[config.mk]
export PLATFORM = sky130hd
export DESIGN_NAME = muller_c_formal_flat
export DESIGN_NICKNAME = d
export VERILOG_FILES = /design/src/rtl/muller_c_formal_if.sv /design/src/rtl/muller_c_formal.sv /design/src/flat_wrapper.sv
export SDC_FILE = /design/constraint.sdc
export NUM_CORES = 1
export LEC_CHECK = 0
export ABC_AREA = 1
export ABC_CLOCK_PERIOD_IN_PS = 1200
export CAP_MARGIN = 40
export CORE_UTILIZATION = 45
export DETAILED_ROUTE_END_ITERATION = 16
export GPL_TIMING_DRIVEN = 0
export PLACE_DENSITY = 0.72
export SKIP_LAST_GASP = 1
export SLEW_MARGIN = 20
export SYNTH_ARGS = -nofsm -noshare
export SYNTH_HDL_FRONTEND = slang
export SYNTH_SLANG_ARGS = --single-unit
[constraint.sdc]
create_clock -name clk -period 1.2 [get_ports clk]
set_clock_uncertainty 0.2 [all_clocks]
set_input_delay 0.3 -clock clk [delete_from_list [all_inputs] [get_ports clk]]
set_output_delay 0.3 -clock clk [all_outputs]
set_load 0.1 [all_outputs]
[src/rtl/muller_c_formal_if.sv]
// Stimulus/observation bundle for the clocked Muller C-element bank.
// The master side drives io_in; the slave side (the design) returns state and monitor flags.
interface muller_c_formal_if #(
  parameter int WIDTH = 6
);
  localparam int NP = WIDTH / 2;

  logic [WIDTH-1:0] io_in;
  logic [NP-1:0]    c_out;
  logic             c_all;
  logic             err;
  logic [3:0]       cov;

  modport master (output io_in, input c_out, input c_all, input err, input cov);
  modport slave  (input io_in, output c_out, output c_all, output err, output cov);
endinterface

[src/rtl/muller_c_formal.sv]
// Clocked bank of 2-input Muller C-elements merged by a WIDTH/2-input C-element,
// with an embedded protocol monitor (sticky err) and sticky cover flags.
module muller_c_formal #(
  parameter int   WIDTH     = 6,
  parameter logic RESET_VAL = 1'b0
) (
  input  logic               clk,
  input  logic               rst_n,
  muller_c_formal_if.slave   bus
);
  localparam int NP = WIDTH / 2;

  function automatic logic c_elem2(input logic a, input logic b, input logic c);
    return (a & b) | (c & (a | b));
  endfunction

  function automatic logic c_merge(input logic [NP-1:0] v, input logic c);
    return (&v) | (c & (|v));
  endfunction

  logic [NP-1:0]    c_q, c_d;
  logic             call_q, call_d;
  logic [WIDTH-1:0] pio_q;
  logic [NP-1:0]    pc_q;
  logic             pca_q;
  logic             vld_q;
  logic [NP-1:0]    risen_q, risen_d;
  logic             err_q, err_d;
  logic [3:0]       cov_q, cov_d;
  logic             viol_s;

  // Next state of the C-elements and the monitor/cover flags.
  always_comb begin
    c_d     = c_q;
    viol_s  = 1'b0;
    for (int k = 0; k < NP; k++) begin
      c_d[k] = c_elem2(bus.io_in[2*k], bus.io_in[2*k+1], c_q[k]);
      // A disagreeing pair must hold; an agreeing pair must drive the state to its value.
      viol_s = viol_s
             | ((pio_q[2*k] ^ pio_q[2*k+1]) & (c_q[k] ^ pc_q[k]))
             | (~(pio_q[2*k] ^ pio_q[2*k+1]) & (pio_q[2*k] ^ pc_q[k]) & ~(c_q[k] ^ pc_q[k]));
    end
    call_d  = c_merge(c_q, call_q);
    viol_s  = viol_s | ((call_q ^ pca_q) & ~(&pc_q) & (|pc_q));
    err_d   = err_q | (vld_q & viol_s);
    risen_d = risen_q | (c_d & ~c_q);
    cov_d   = cov_q;
    cov_d[0] = cov_q[0] | (|(c_d & ~c_q));
    cov_d[1] = cov_q[1] | (|(c_q & ~c_d & risen_q));
    cov_d[2] = cov_q[2] | (call_d & ~call_q);
    cov_d[3] = cov_q[3] | (~call_d & call_q);
  end

  // State, history and sticky flag registers.
  always_ff @(posedge clk or negedge rst_n) begin
    if (!rst_n) begin
      c_q     <= {NP{RESET_VAL}};
      call_q  <= RESET_VAL;
      pio_q   <= {WIDTH{1'b0}};
      pc_q    <= {NP{RESET_VAL}};
      pca_q   <= RESET_VAL;
      vld_q   <= 1'b0;
      risen_q <= {NP{1'b0}};
      err_q   <= 1'b0;
      cov_q   <= 4'b0000;
    end else begin
      c_q     <= c_d;
      call_q  <= call_d;
      pio_q   <= bus.io_in;
      pc_q    <= c_q;
      pca_q   <= call_q;
      vld_q   <= 1'b1;
      risen_q <= risen_d;
      err_q   <= err_d;
      cov_q   <= cov_d;
    end
  end

  assign bus.c_out = c_q;
  assign bus.c_all = call_q;
  assign bus.err   = err_q;
  assign bus.cov   = cov_q;
endmodule

[src/flat_wrapper.sv]
// flat-port wrapper written by rule: the top's interface ports become plain ports
module muller_c_formal_flat 
#(
  parameter int   WIDTH     = 6,
  parameter logic RESET_VAL = 1'b0
)
  (clk, rst_n, bus_io_in, bus_c_out, bus_c_all, bus_err, bus_cov);
  muller_c_formal_if #(.WIDTH(WIDTH)) bus_i ();
  input  logic clk;
  input  logic rst_n;
  input wire logic [$bits(bus_i.io_in)-1:0] bus_io_in;
  output wire logic [$bits(bus_i.c_out)-1:0] bus_c_out;
  output wire logic [$bits(bus_i.c_all)-1:0] bus_c_all;
  output wire logic [$bits(bus_i.err)-1:0] bus_err;
  output wire logic [$bits(bus_i.cov)-1:0] bus_cov;
  assign bus_i.io_in = bus_io_in;
  assign bus_c_out = bus_i.c_out;
  assign bus_c_all = bus_i.c_all;
  assign bus_err = bus_i.err;
  assign bus_cov = bus_i.cov;
  muller_c_formal #(.WIDTH(WIDTH), .RESET_VAL(RESET_VAL)) u_core (.clk(clk), .rst_n(rst_n), .bus(bus_i));
endmodule
==> PnR_summary.wiki <==
{| class="wikitable"
! Metric !! Value
|-
| Proportion of netlist area held by the largest area contributor || 60.2%
|-
| Total Routed Length || 2.32 mm
|-
| Actual transition at the worst max-transition pin || 0.625 ns
|-
| Status || complete, but fails checks
|-
| Post-detailed-route DRC marker count || 0
|-
| Antenna violations before repair || 0
|-
| Floorplan row count || 16
|-
| TritonCTS Sinks || 23
|-
| CTS Buf Count || 3
|-
| Syn Std Cell Area || 956 um^2
|-
| Number of global-route vias before repair || 871
|-
| Floorplan die area || 2310 um^2
|-
| Initial DRC Count || 18
|-
| Post-layout instance count excluding filler cells || 172
|-
| Violations in the final reports || setup timing
|-
| Crit Path Class || flop to output port
|-
| Share of async-settable or async-resettable flops after synthesis || 100%
|-
| Critical Path RT || 0.70 ns
|-
| Vertical extent of the die || 48.1 um
|-
| Insertion delay to the later sink of the worst-skew pair || 0.31 ns
|-
| Synth Instances || 111
|-
| First-pass detailed-route iteration total || 4
|-
| Post-route setup TNS || -4.08 ns
|-
| Post-synth EDFFs || 0
|-
| Worst slack after detailed placement || -0.514 ns
|-
| Final HPWL DP || 1.61 mm
|-
| Leak || 0.721 nW
|-
| Hold Fails Final Rpt || 0
|-
| Area after DPL || 1330 um^2
|-
| Total via count in the routed design || 820
|-
| Maximum root-to-sink buffer count || 2
|-
| Syn avg cell area || 8.61 um^2
|-
| X dimension of the die || 48.1 um
|-
| Largest area contributor in the netlist || sky130_fd_sc_hd__dfrtp_1
|-
| Leading register cell type out of synthesis || sky130_fd_sc_hd__dfrtp_1
|-
| Worst hold slack || 0.163 ns
|-
| Global route overflow || 0
|-
| Max-cap violations || 0
|-
| Share of synthesized area occupied by flip-flops and latches || 60.2%
|-
| Top-level port count || 17
|-
| Relative area change from synthesis to final layout || 57.9%
|-
| Least setup slack across all paths after layout || -0.396 ns
|-
| Most repeated cell in the gate-level netlist after synthesis || sky130_fd_sc_hd__nand2_1
|-
| Setup Viol. Count Final || 17
|-
| Yosys warning count || 0
|-
| Part of the cycle the worst path needs || 133%
|-
| Pin count of the biggest net entering global routing || 14
|-
| Minimum period implied by the final worst setup slack || 1.60 ns
|-
| Critical path capture point type || output port
|-
| I/O Buffers || 16
|-
| Crit start category || flop
|-
| Routed wirelength normalized by instance count || 13.5 um
|-
| Total number of nets in the final design || 154
|-
| Max Clk Rate || 0.627 GHz
|-
| IR drop worst, VDD || 0.00125 V
|-
| Cell types occupying the most area after synthesis || sky130_fd_sc_hd__dfrtp_1 60%, sky130_fd_sc_hd__nand2_1 13%, sky130_fd_sc_hd__inv_1 5.9%
|-
| Clk root buf || sky130_fd_sc_hd__clkbuf_4
|-
| H-tree level count || 1
|-
| CTS tree || yes
|-
| RSZ-0062 raised after global routing || yes
|-
| Hold Buf Count CTS || 0
|-
| Post-Layout Inst Area || 1510 um^2
|-
| Power per standard cell area || 1340 nW/um^2
|-
| First-pass GRT wire length || 3.71 mm
|-
| Total GRT Usage || 24.6%
|-
| Mean number of vias per cell || 4.77
|-
| WP data arrival || 1.10 ns
|-
| Most common library cells after synthesis || 34 x sky130_fd_sc_hd__nand2_1, 23 x sky130_fd_sc_hd__dfrtp_1, 15 x sky130_fd_sc_hd__inv_1, 15 x sky130_fd_sc_hd__nor2_1, 10 x sky130_fd_sc_hd__nand3_1
|-
| Number of antenna diodes || 0
|-
| Relative slew slack || 58.2%
|-
| Post-synthesis sequential element count || 23
|-
| Hold Crit Class || input pin to async pin
|-
| Clock slew at the register clock pins of the worst setup and hold paths || 0.13 ns
|-
| Count of different cell masters after synthesis || 15
|-
| Inst Count DP || 164
|-
| Share of final-layout standard cells stronger than drive strength 1 || 34.5%
|-
| Antenna Violating Nets Remaining || 0
|-
| Synthesized Nets || 119
|-
| Final weighted congestion in routability-driven placement || 0.798
|-
| Highest fanout seen on the critical path || 2
|-
| Core Area || 1980 um^2
|-
| Final max-slew violation count || 0
|-
| Starting utilization of the core area || 48.2%
|}
[critical path, stage by stage (launching register included)]
cell and delay [ns]:
sky130_fd_sc_hd__dfrtp_4 0.51, sky130_fd_sc_hd__buf_6 0.13, sky130_fd_sc_hd__buf_12 0.15
[power by group]
part           total (mW)  leakage (nW)  internal [mW]  switching, mW
combinational       0.777         0.460          0.323          0.453
clock               0.347        0.0177          0.124          0.223
sequential          0.905         0.243          0.847         0.0575
total                2.03         0.721           1.30          0.734
[routing by layer]
| layer | share of wire [%] | global-route usage [%] | wire (um) | vias up |
|---|---|---|---|---|
| met3 | 2.7 | 2.22 | 63 | 0 |
| met4 | 0 | 10.0 | 0 | 0 |
| met2 | 58 | 47.6 | 1350 | 15 |
| met1 | 39 | 27.5 | 902 | 398 |
| met5 | 0 | 0 | 0 | - |
| li1 | - | - | - | 407 |
[path summary, 6_finish.rpt]
path                                            end           startpoint  cells after the start  slack [ns]
worst max-delay path                   bus_c_out[0]  u_core.bus.c_out[0]                      2       -0.40
worst min-delay path                u_core.pio_q[4]                rst_n                      1        0.16
worst max register to register       u_core.bus.err  u_core.bus.c_out[0]                      9       -0.33
worst min register to register       u_core.bus.err         u_core.vld_q                      2        0.27
max in group asynchronous       u_core.bus.c_out[1]                rst_n                      2        0.12
min in group clk                    u_core.pio_q[0]         bus_io_in[0]                      1        0.27
[cell type report]
cell class	instances	area (um^2)
clock buffers	3	22.5
clock inverters	1	5.00
inverters	15	56.3
fillers	127	473
multi-input cells	72	378
flip-flops and latches	23	594
repair buffers	30	404
plain buffers	1	15.0
well taps	27	33.8
[layout by cell type (no fill, tap or decap)]
cell type / n
sky130_fd_sc_hd__nand2_1: 34
sky130_fd_sc_hd__inv_1: 14
sky130_fd_sc_hd__dfrtp_1: 14
sky130_fd_sc_hd__buf_6: 11
sky130_fd_sc_hd__nor2_1: 10
sky130_fd_sc_hd__buf_12: 9
sky130_fd_sc_hd__nand3_1: 7
sky130_fd_sc_hd__clkdlybuf4s50_1: 7
sky130_fd_sc_hd__dfrtp_2: 6
sky130_fd_sc_hd__a21oi_1: 3
sky130_fd_sc_hd__nor2_2: 3
sky130_fd_sc_hd__clkbuf_4: 3
sky130_fd_sc_hd__dfrtp_4: 3
sky130_fd_sc_hd__buf_8: 2
sky130_fd_sc_hd__nor2_4: 2
sky130_fd_sc_hd__or2_4: 2
sky130_fd_sc_hd__nand3_2: 2
sky130_fd_sc_hd__o21bai_1: 2
sky130_fd_sc_hd__buf_4: 2
sky130_fd_sc_hd__inv_2: 1
sky130_fd_sc_hd__nor3_4: 1
sky130_fd_sc_hd__nand3_4: 1
sky130_fd_sc_hd__o21ai_2: 1
sky130_fd_sc_hd__xnor2_1: 1
sky130_fd_sc_hd__nand3b_1: 1
sky130_fd_sc_hd__a31oi_1: 1
sky130_fd_sc_hd__clkinv_2: 1
sky130_fd_sc_hd__conb_1: 1
[cell families after synthesis]
| group | after synthesis | synth area share, % |
|---|---|---|
| simple gates | 63 | 27.1 |
| flops | 23 | 60.2 |
| buf+inv | 16 | 7.07 |
| compound gates | 7 | 4.32 |
| xor+xnor | 1 | 0.916 |
| other cells | 1 | 0.392 |
[through the flow]
stage / util [%] / power (mW)
final: 76.1 / 2.03
after global routing: 76.1 / 2.14
after CTS: 75.4 / 2.02
after detailed placement: 67.2 / 1.55
after global placement: 59.6 / 1.42
after floorplan: - / 1.29
[flip-flops by register name (all words and copies together), names as in the netlist]
register / flops
u_core.pc_q: 3
u_core.risen_q: 3
u_core.bus.c_out: 3
u_core.bus.err: 1
u_core.bus.c_all: 1
u_core.vld_q: 1
u_core.pio_q: 6
u_core.bus.cov: 4
u_core.pca_q: 1
[timing repair]
| action | in CTS | in global routing |
|---|---|---|
| resized for setup | 57 | 5 |
| setup buffers | 6 | 0 |
| pin swaps | 8 | 3 |
| endpoints found under the setup margin | 13 | 20 |
No activity file was read; power rests on OpenSTA's default activity.
